$ cat config.mk
export PLATFORM = sky130hd
export DESIGN_NAME = bcd_conv_arbiter
export DESIGN_NICKNAME = d
export VERILOG_FILES = /design/src/rtl/bcd_conv_arbiter.sv
export SDC_FILE = /design/constraint.sdc
export NUM_CORES = 1
export LEC_CHECK = 0
export BUFFER_PORTS_ARGS = -buffer_cell sky130_fd_sc_hd__buf_2
export CAP_MARGIN = 20
export CORE_MARGIN = 3
export CORE_UTILIZATION = 48
export CTS_CLUSTER_DIAMETER = 100
export DETAILED_ROUTE_END_ITERATION = 7
export PLACE_DENSITY = 0.82
export SETUP_SLACK_MARGIN = 0.15
export SYNTH_ARGS = -nofsm -noshare
export SYNTH_HDL_FRONTEND = slang
export SYNTH_SLANG_ARGS = --single-unit
$ cat constraint.sdc
create_clock -name clk -period 3.1 [get_ports clk]
set_input_delay 0 -clock clk [delete_from_list [all_inputs] [get_ports clk]]
set_output_delay 0 -clock clk [all_outputs]
set_load 0.01 [all_outputs]
$ cat src/rtl/bcd_conv_arbiter.sv
// Round-robin arbiter sharing one binary-to-BCD converter between NUM_REQ requesters.
// Sequences the converter load/done handshake and guards it with a watchdog.
module bcd_conv_arbiter #(
  parameter  int NUM_REQ    = 4,
  parameter  int BIN_WIDTH  = 32,
  parameter  int NUM_DIGITS = 3,
  parameter  int TIMEOUT    = 256,
  localparam int ID_W       = (NUM_REQ > 2) ? $clog2(NUM_REQ) : 1
) (
  input  logic                                clk,
  input  logic                                rst,
  input  logic [NUM_REQ-1:0]                  req_valid,
  input  logic [NUM_REQ-1:0][BIN_WIDTH-1:0]   req_data,
  output logic [NUM_REQ-1:0]                  req_ready,
  output logic                                conv_load,
  output logic [BIN_WIDTH-1:0]                conv_bin,
  input  logic [NUM_DIGITS-1:0][3:0]          conv_bcd,
  input  logic                                conv_done,
  output logic                                rsp_valid,
  output logic [ID_W-1:0]                     rsp_id,
  output logic [NUM_DIGITS-1:0][3:0]          rsp_bcd,
  output logic                                rsp_err,
  input  logic                                rsp_ready,
  output logic                                busy
);

  localparam int CNT_W = $clog2(TIMEOUT);

  typedef enum logic [1:0] {IDLE, LOAD, BUSY, RESP} state_t;

  state_t               state;
  state_t               next_state;
  logic [ID_W-1:0]      rr_ptr;
  logic [ID_W-1:0]      id_reg;
  logic [BIN_WIDTH-1:0] op_reg;
  logic [CNT_W-1:0]     wd_cnt;
  logic [ID_W-1:0]      cand;
  logic [ID_W-1:0]      grant_idx;
  logic                 grant_found;
  logic                 grant;
  logic                 expired;

  // Search starts just past the last winner so every requester gets a turn.
  always_comb begin
    grant_found = 1'b0;
    grant_idx   = '0;
    cand        = '0;
    for (int i = 1; i <= NUM_REQ; i++) begin
      cand = ID_W'((int'(rr_ptr) + i) % NUM_REQ);
      if (!grant_found && req_valid[cand]) begin
        grant_found = 1'b1;
        grant_idx   = cand;
      end
    end
  end

  assign grant    = (state == IDLE) && grant_found && !rst;
  assign expired  = (wd_cnt == CNT_W'(TIMEOUT - 1));
  assign conv_bin = op_reg;

  always_ff @(posedge clk or posedge rst) begin
    if (rst) state <= IDLE;
    else     state <= next_state;
  end

  always_comb begin
    next_state = state;
    case (state)
      IDLE: if (grant) next_state = LOAD;
      LOAD: next_state = BUSY;
      BUSY: if (conv_done || expired) next_state = RESP;
      RESP: if (rsp_ready) next_state = IDLE;
      default: next_state = IDLE;
    endcase
  end

  always_comb begin
    req_ready = '0;
    if (grant) req_ready[grant_idx] = 1'b1;
  end

  // A done arriving in the expiry cycle takes priority over the watchdog.
  always_ff @(posedge clk or posedge rst) begin
    if (rst) begin
      rr_ptr    <= ID_W'(NUM_REQ - 1);
      id_reg    <= '0;
      op_reg    <= '0;
      wd_cnt    <= '0;
      conv_load <= 1'b0;
      rsp_valid <= 1'b0;
      rsp_id    <= '0;
      rsp_bcd   <= '0;
      rsp_err   <= 1'b0;
      busy      <= 1'b0;
    end else begin
      conv_load <= 1'b0;
      case (state)
        IDLE: begin
          if (grant) begin
            op_reg    <= req_data[grant_idx];
            id_reg    <= grant_idx;
            rr_ptr    <= grant_idx;
            conv_load <= 1'b1;
          end
        end
        LOAD: wd_cnt <= '0;
        BUSY: begin
          wd_cnt <= wd_cnt + 1'b1;
          if (conv_done) begin
            rsp_bcd <= conv_bcd;
            rsp_err <= 1'b0;
            rsp_id  <= id_reg;
          end else if (expired) begin
            rsp_bcd <= '0;
            rsp_err <= 1'b1;
            rsp_id  <= id_reg;
          end
        end
        default: ;
      endcase
      rsp_valid <= (next_state == RESP);
      busy      <= (next_state != IDLE);
    end
  end

endmodule

### Word-level counts from Yosys, hierarchy flattened

Cells that the tools add are included.

| word-level totals | value |
|---|---|
| register bits after elaboration | 64 |
| bits in latches | 0 |
| bits in writable memories | 0 |
| bits in read-only memories | 0 |
| output and inout bits | 54 |
| memories kept | 0 |

| cells by class | value |
|---|---|
| $add $sub $neg | 5 |
| $mul | 0 |
| div/mod/pow operators | 0 |
| magnitude comparators | 6 |
| equality and inequality tests | 5 |
| shifts and indexed selects | 0 |
| muxes and demuxes | 34 |
| bitwise gates (word level) | 0 |
| reduce and logical (&&, ||, !) cells | 17 |

Operator list:

| cell | count |
|---|---|
| binary-select mux 32 bit (select 2 bit) | 1 |
| two-way mux 32 bit | 1 |
| two-way mux 12 bit | 2 |
| two-way mux 2 bit | 9 |
| one-hot mux 8 bit (2 select lines) | 1 |
| < comparator 2 x 3 -> 1 bit (second input constant) | 5 |
| two-way mux 1 bit | 13 |
| adder 8 x 1 -> 8 bit (second input constant) | 1 |
| binary-select mux 1 bit (select 2 bit) | 4 |
| equality test 8 bit (second input constant) | 1 |
| one-hot mux 2 bit (4 select lines) | 1 |
| equality test 2 bit (second input constant) | 3 |
| logical AND 1 bit | 6 |
| nonzero test 2 bit | 3 |
| adder 2 x 1 -> 2 bit (second input constant) | 2 |
| adder 2 bit (second input constant) | 2 |
| logical NOT 1 bit | 4 |
| two-way mux 4 bit | 1 |
| AND reduction 2 bit | 2 |
| demux 1 bit (select 2 bit) | 1 |
| equality test 2 x 1 -> 1 bit (second input constant) | 1 |
| greater-or-equal comparator 2 x 1 -> 1 bit (second input constant) | 1 |
| logical NOT 2 bit | 1 |
| logical OR 1 bit | 1 |

### Longest topological paths before layout

| depth | value |
|---|---|
| depth after elaboration | 18 |
| gate-level depth with buffers | 8 |
| mapped depth without buffers | 7 |

### Worst setup path after synthesis

Ideal clock, no wire load.

| path | value |
|---|---|
| kind | input port to flip-flop |
| from | in rst |
| to | reg op_reg[0], in the netlist conv_bin[0] |
| data arrival time | 2494 ps |
| data required time | 2968 ps |
| setup slack | 474 ps |
| stages on the path | 6 |
| cells stage by stage | inv_1 -> o311ai_4 -> buf_6 -> buf_6 -> o41ai_2 -> o21ai_1 |

| between the ends | value |
|---|---|
| longest elaborated chain between the ends | 3 |

Ends and longest elaborated chain:

| what | RTL line | RTL |
|---|---|---|
| from (decl) | 11 | `input logic rst,` |
| logical NOT 1 bit (no line) | - |  |
| logical AND 1 bit | 57 | `assign grant = (state == IDLE) && grant_found && !rst;` |
| AND reduction 2 bit (no line) | - |  |
| to (signal assigned) | 100 | `op_reg <= req_data[grant_idx];` |
| to (decl) | 35 | `logic [BIN_WIDTH-1:0] op_reg;` |

Every way passes these cells.
A chain may end at the register's enable or synchronous reset.

### Final worst setup path

| path | value |
|---|---|
| from | reg rr_ptr[0] |
| to | reg op_reg[21], in the netlist conv_bin[21] |

| between the ends | value |
|---|---|
| longest elaborated chain between the ends | 16 |
| elaborated cells between the ends (all ways) | 31 |

Ends and longest elaborated chain:

| what | RTL line | RTL |
|---|---|---|
| from (decl) | 33 | `logic [ID_W-1:0] rr_ptr;` |
| from (signal assigned) | 85 | `rr_ptr <= ID_W'(NUM_REQ - 1);` |
| from (signal assigned) | 102 | `rr_ptr <= grant_idx;` |
| branches (longest 16 deep; another with adder 2 x 1 -> 2 bit) | - |  |

Several ways; the timed one is not identified. The select of a mux whose other input is x is not followed.

==> out/metrics.cfg <==
[logic_synthesis]
syn-cell-area_sq_um = 4330
synthesis.instances = 468
ys_seq_area_frac = 0.370
syn_nets = 622
synthArstFlopShare = 1.00
synthFlopType = dfrtp_1
ys_ff_latch = 64
synth_edf_count = 0
syn_area_per_cell_sq_um = 9.26
yosys_warnings = 0
ys_types = 47

[layout]
final_core_util = 0.746
nNetsFinal = 910
n_antenna_cell = 0
synthToLayoutAreaGrowth_pct = 50.9
largest_register_ffs = 32
layout_common_cells = 201 x buf_2, 103 x dlygate4sd3_1, 62 x dfrtp_1, 61 x nand2_1, 45 x and3_1
final_common_cell = buf_2
drive_gt1_frac = 0.342
layoutNonFillerInstCount = 869

[die]
die_w_microns = 101
die_h_microns = 101
dieArea_sq_um = 10200
io-pin-count = 202
initial_core_util = 0.494
coreArea_sq_um = 8760
fp-row-count = 34

[place]
io_buffers = 201
dp_cells = 749
place_ws_ns = 0.646
dp_hpwl_microns = 9500
place_congestion = 0.905

[power_and_ir_drop]
ir_drop_mv = 0.536
leakagePower_nw = 3.31
swShare = 0.423
seqPwrFrac = 0.284
power.net_switching_w = 0.00212
p_int_w = 0.00289
pwr_density_cell_nw_per_um2 = 767
clockPowerShare = 0.149
comb_power_share = 0.567

[drt]
drt-pass1-iter-count = 4
wl_microns = 15600
postRouteAntennaNets = 0
dr_total_vias = 5005
drcViolationCount = 0
first_iter_violations = 192
vias_per_cell = 5.76
post_drt_wl_per_cell_microns = 18.0

[worst_setup_path]
crit_family = buffers and inverters
cp.required_ns = 3.32
crit_slowest_cell = dfstp_2
startpoint_type = flip-flop
path_class = flip-flop to flip-flop
worst-path-max-fanout = 22
rrSetupSlack_ns = 0.45
critical_path_buf_inv_count = 2
cp.arrival_ns = 2.88
cp_cell_sequence = nand2b_2 -> o21ai_1 -> a211oi_4 -> buf_4 -> mux2i_1 -> dlygate4sd3_1 -> o22ai_1
slowest_delay_ns = 0.60
cp-end-kind = flip-flop

[clock_tree]
post_cts_resized = 0
cts_buffer_depth = 2
cts_num_sinks = 64
clk_pin_slew_ns = 0.08
root_buffer = clkbuf_8
cts_tree = built
cts_made_buffers = 9
insertion_delay_ns = 0.34
htreeDepth = 3

[grt]
grt_max_degree = 65
grt_pass1_wl_microns = 24400
gr-total-overflow = 0
grt.total_usage = 0.302
grt_pass1_vias = 5167
grt_antenna_before_repair = 0

[timing]
period_needed_ns = 2.65
holdWs_ns = 0.00647
worst-slew-pin-transition_ns = 0.852
hold_viol = 0
rsz0062_at_grt = no
period_share = 0.856
max_freq_mhz = 377
setup_violations = 0
slew_headroom = 0.431
final-max-slew-violation-count = 0
tns_ns = 0
timing.final.ws_setup_ns = 0.447
skew_ns = 0.00660

[run_status]
status = completed

[worst_hold_path]
hold_path_class = input port to async pin

[run]
max-cap-violations = 0

## area by class of cell
| class | count | area (sq um) |
|---|---|---|
| multi-input combinational | 357 | 2440 |
| fill | 597 | 2230 |
| timing repair buffer | 312 | 2110 |
| sequential | 64 | 1600 |
| clock buffer | 10 | 138 |
| tap | 108 | 135 |
| clock inverter | 6 | 67.6 |
| inverter | 12 | 45.0 |
## routing by layer
metal / vias up / track usage / share of wire / wire (microns)
met3: 74 / 0.0685 / 0.074 / 1160
met4: 0 / 0.162 / 0.049 / 769
met1: 2364 / 0.324 / 0.36 / 5700
met5: - / 0 / 0 / 0
li1: 2294 / - / - / -
met2: 273 / 0.546 / 0.51 / 8010
## power groups by stage
stage	Clock (W)	Combinational [W]	Sequential, W
floorplan	0	0.00172	0.00151
global placement	0	0.00238	0.00142
global route	0.000797	0.00310	0.00146
finish	0.000746	0.00284	0.00143
CTS	0.000769	0.00277	0.00141
detailed placement	0	0.00248	0.00142
## Yosys cell counts, drive strengths merged, types with 2 or more instances
| cell | n | area, sq um |
|---|---|---|
| a21oi | 7 | 38.8 |
| nand3 | 17 | 85.1 |
| o21ai | 44 | 220 |
| o2bb2ai | 2 | 17.5 |
| dfstp | 2 | 52.6 |
| o22ai | 11 | 81.3 |
| dfrtp | 62 | 1550 |
| nand2b | 26 | 165 |
| nor3b | 22 | 165 |
| o31ai | 2 | 15.0 |
| a22o | 3 | 26.3 |
| ha | 6 | 75.1 |
| nor2 | 27 | 104 |
| nor3 | 4 | 20.0 |
| a221oi | 10 | 87.6 |
| clkbuf | 12 | 45.0 |
| nand2 | 61 | 229 |
| a211oi | 2 | 20.0 |
| mux2 | 2 | 22.5 |
| buf | 23 | 205 |
| o41ai | 22 | 335 |
| inv | 12 | 45.1 |
| mux2i | 34 | 340 |
| and3 | 45 | 282 |
## stage by stage
step	area, sq um	power [W]
global route	6540	0.00535
finish	6540	0.00502
CTS	6520	0.00495
detailed placement	5290	0.00390
floorplan	4330	0.00324
global placement	5280	0.00379
## what timing repair did
item / in CTS / in global routing
hold endpoints to repair: 44 / 0
buffers inserted: 0 / 0
hold buffers: 103 / 0
endpoints found under the setup margin: 0 / 0
## kinds of logic (layout without fill, tap and decap cells)
logic type,count (synthesis),count (layout),synth area share
AOI/OAI and AO/OA,111,111,0.215
adders and majority gates,6,6,0.0173
buffers and inverters,47,340,0.0682
DFF,64,64,0.370
muxes,36,36,0.0838
and+or+nand+nor,204,204,0.246
## worst register-to-register path, stage by stage, from the launching register on
cell	delay [ns]
dfstp_2	0.60
nand2b_2	0.19
o21ai_1	0.11
a211oi_4	0.27
buf_4	0.42
mux2i_1	0.27
dlygate4sd3_1	0.59
o22ai_1	0.09
## path summary, 6_finish.rpt
check,depth (start not counted),start,to
setup / recovery,7,rr_ptr[0],conv_bin[21]
hold / removal,3,rst,conv_bin[14]
setup reg to reg,7,rr_ptr[0],conv_bin[21]
hold reg to reg,2,rsp_bcd[5],rsp_bcd[5]
max in group asynchronous,3,rst,conv_bin[21]
min in group clk,3,conv_done,rsp_bcd[8]
Note: power is estimated with default switching activity, not from simulation.
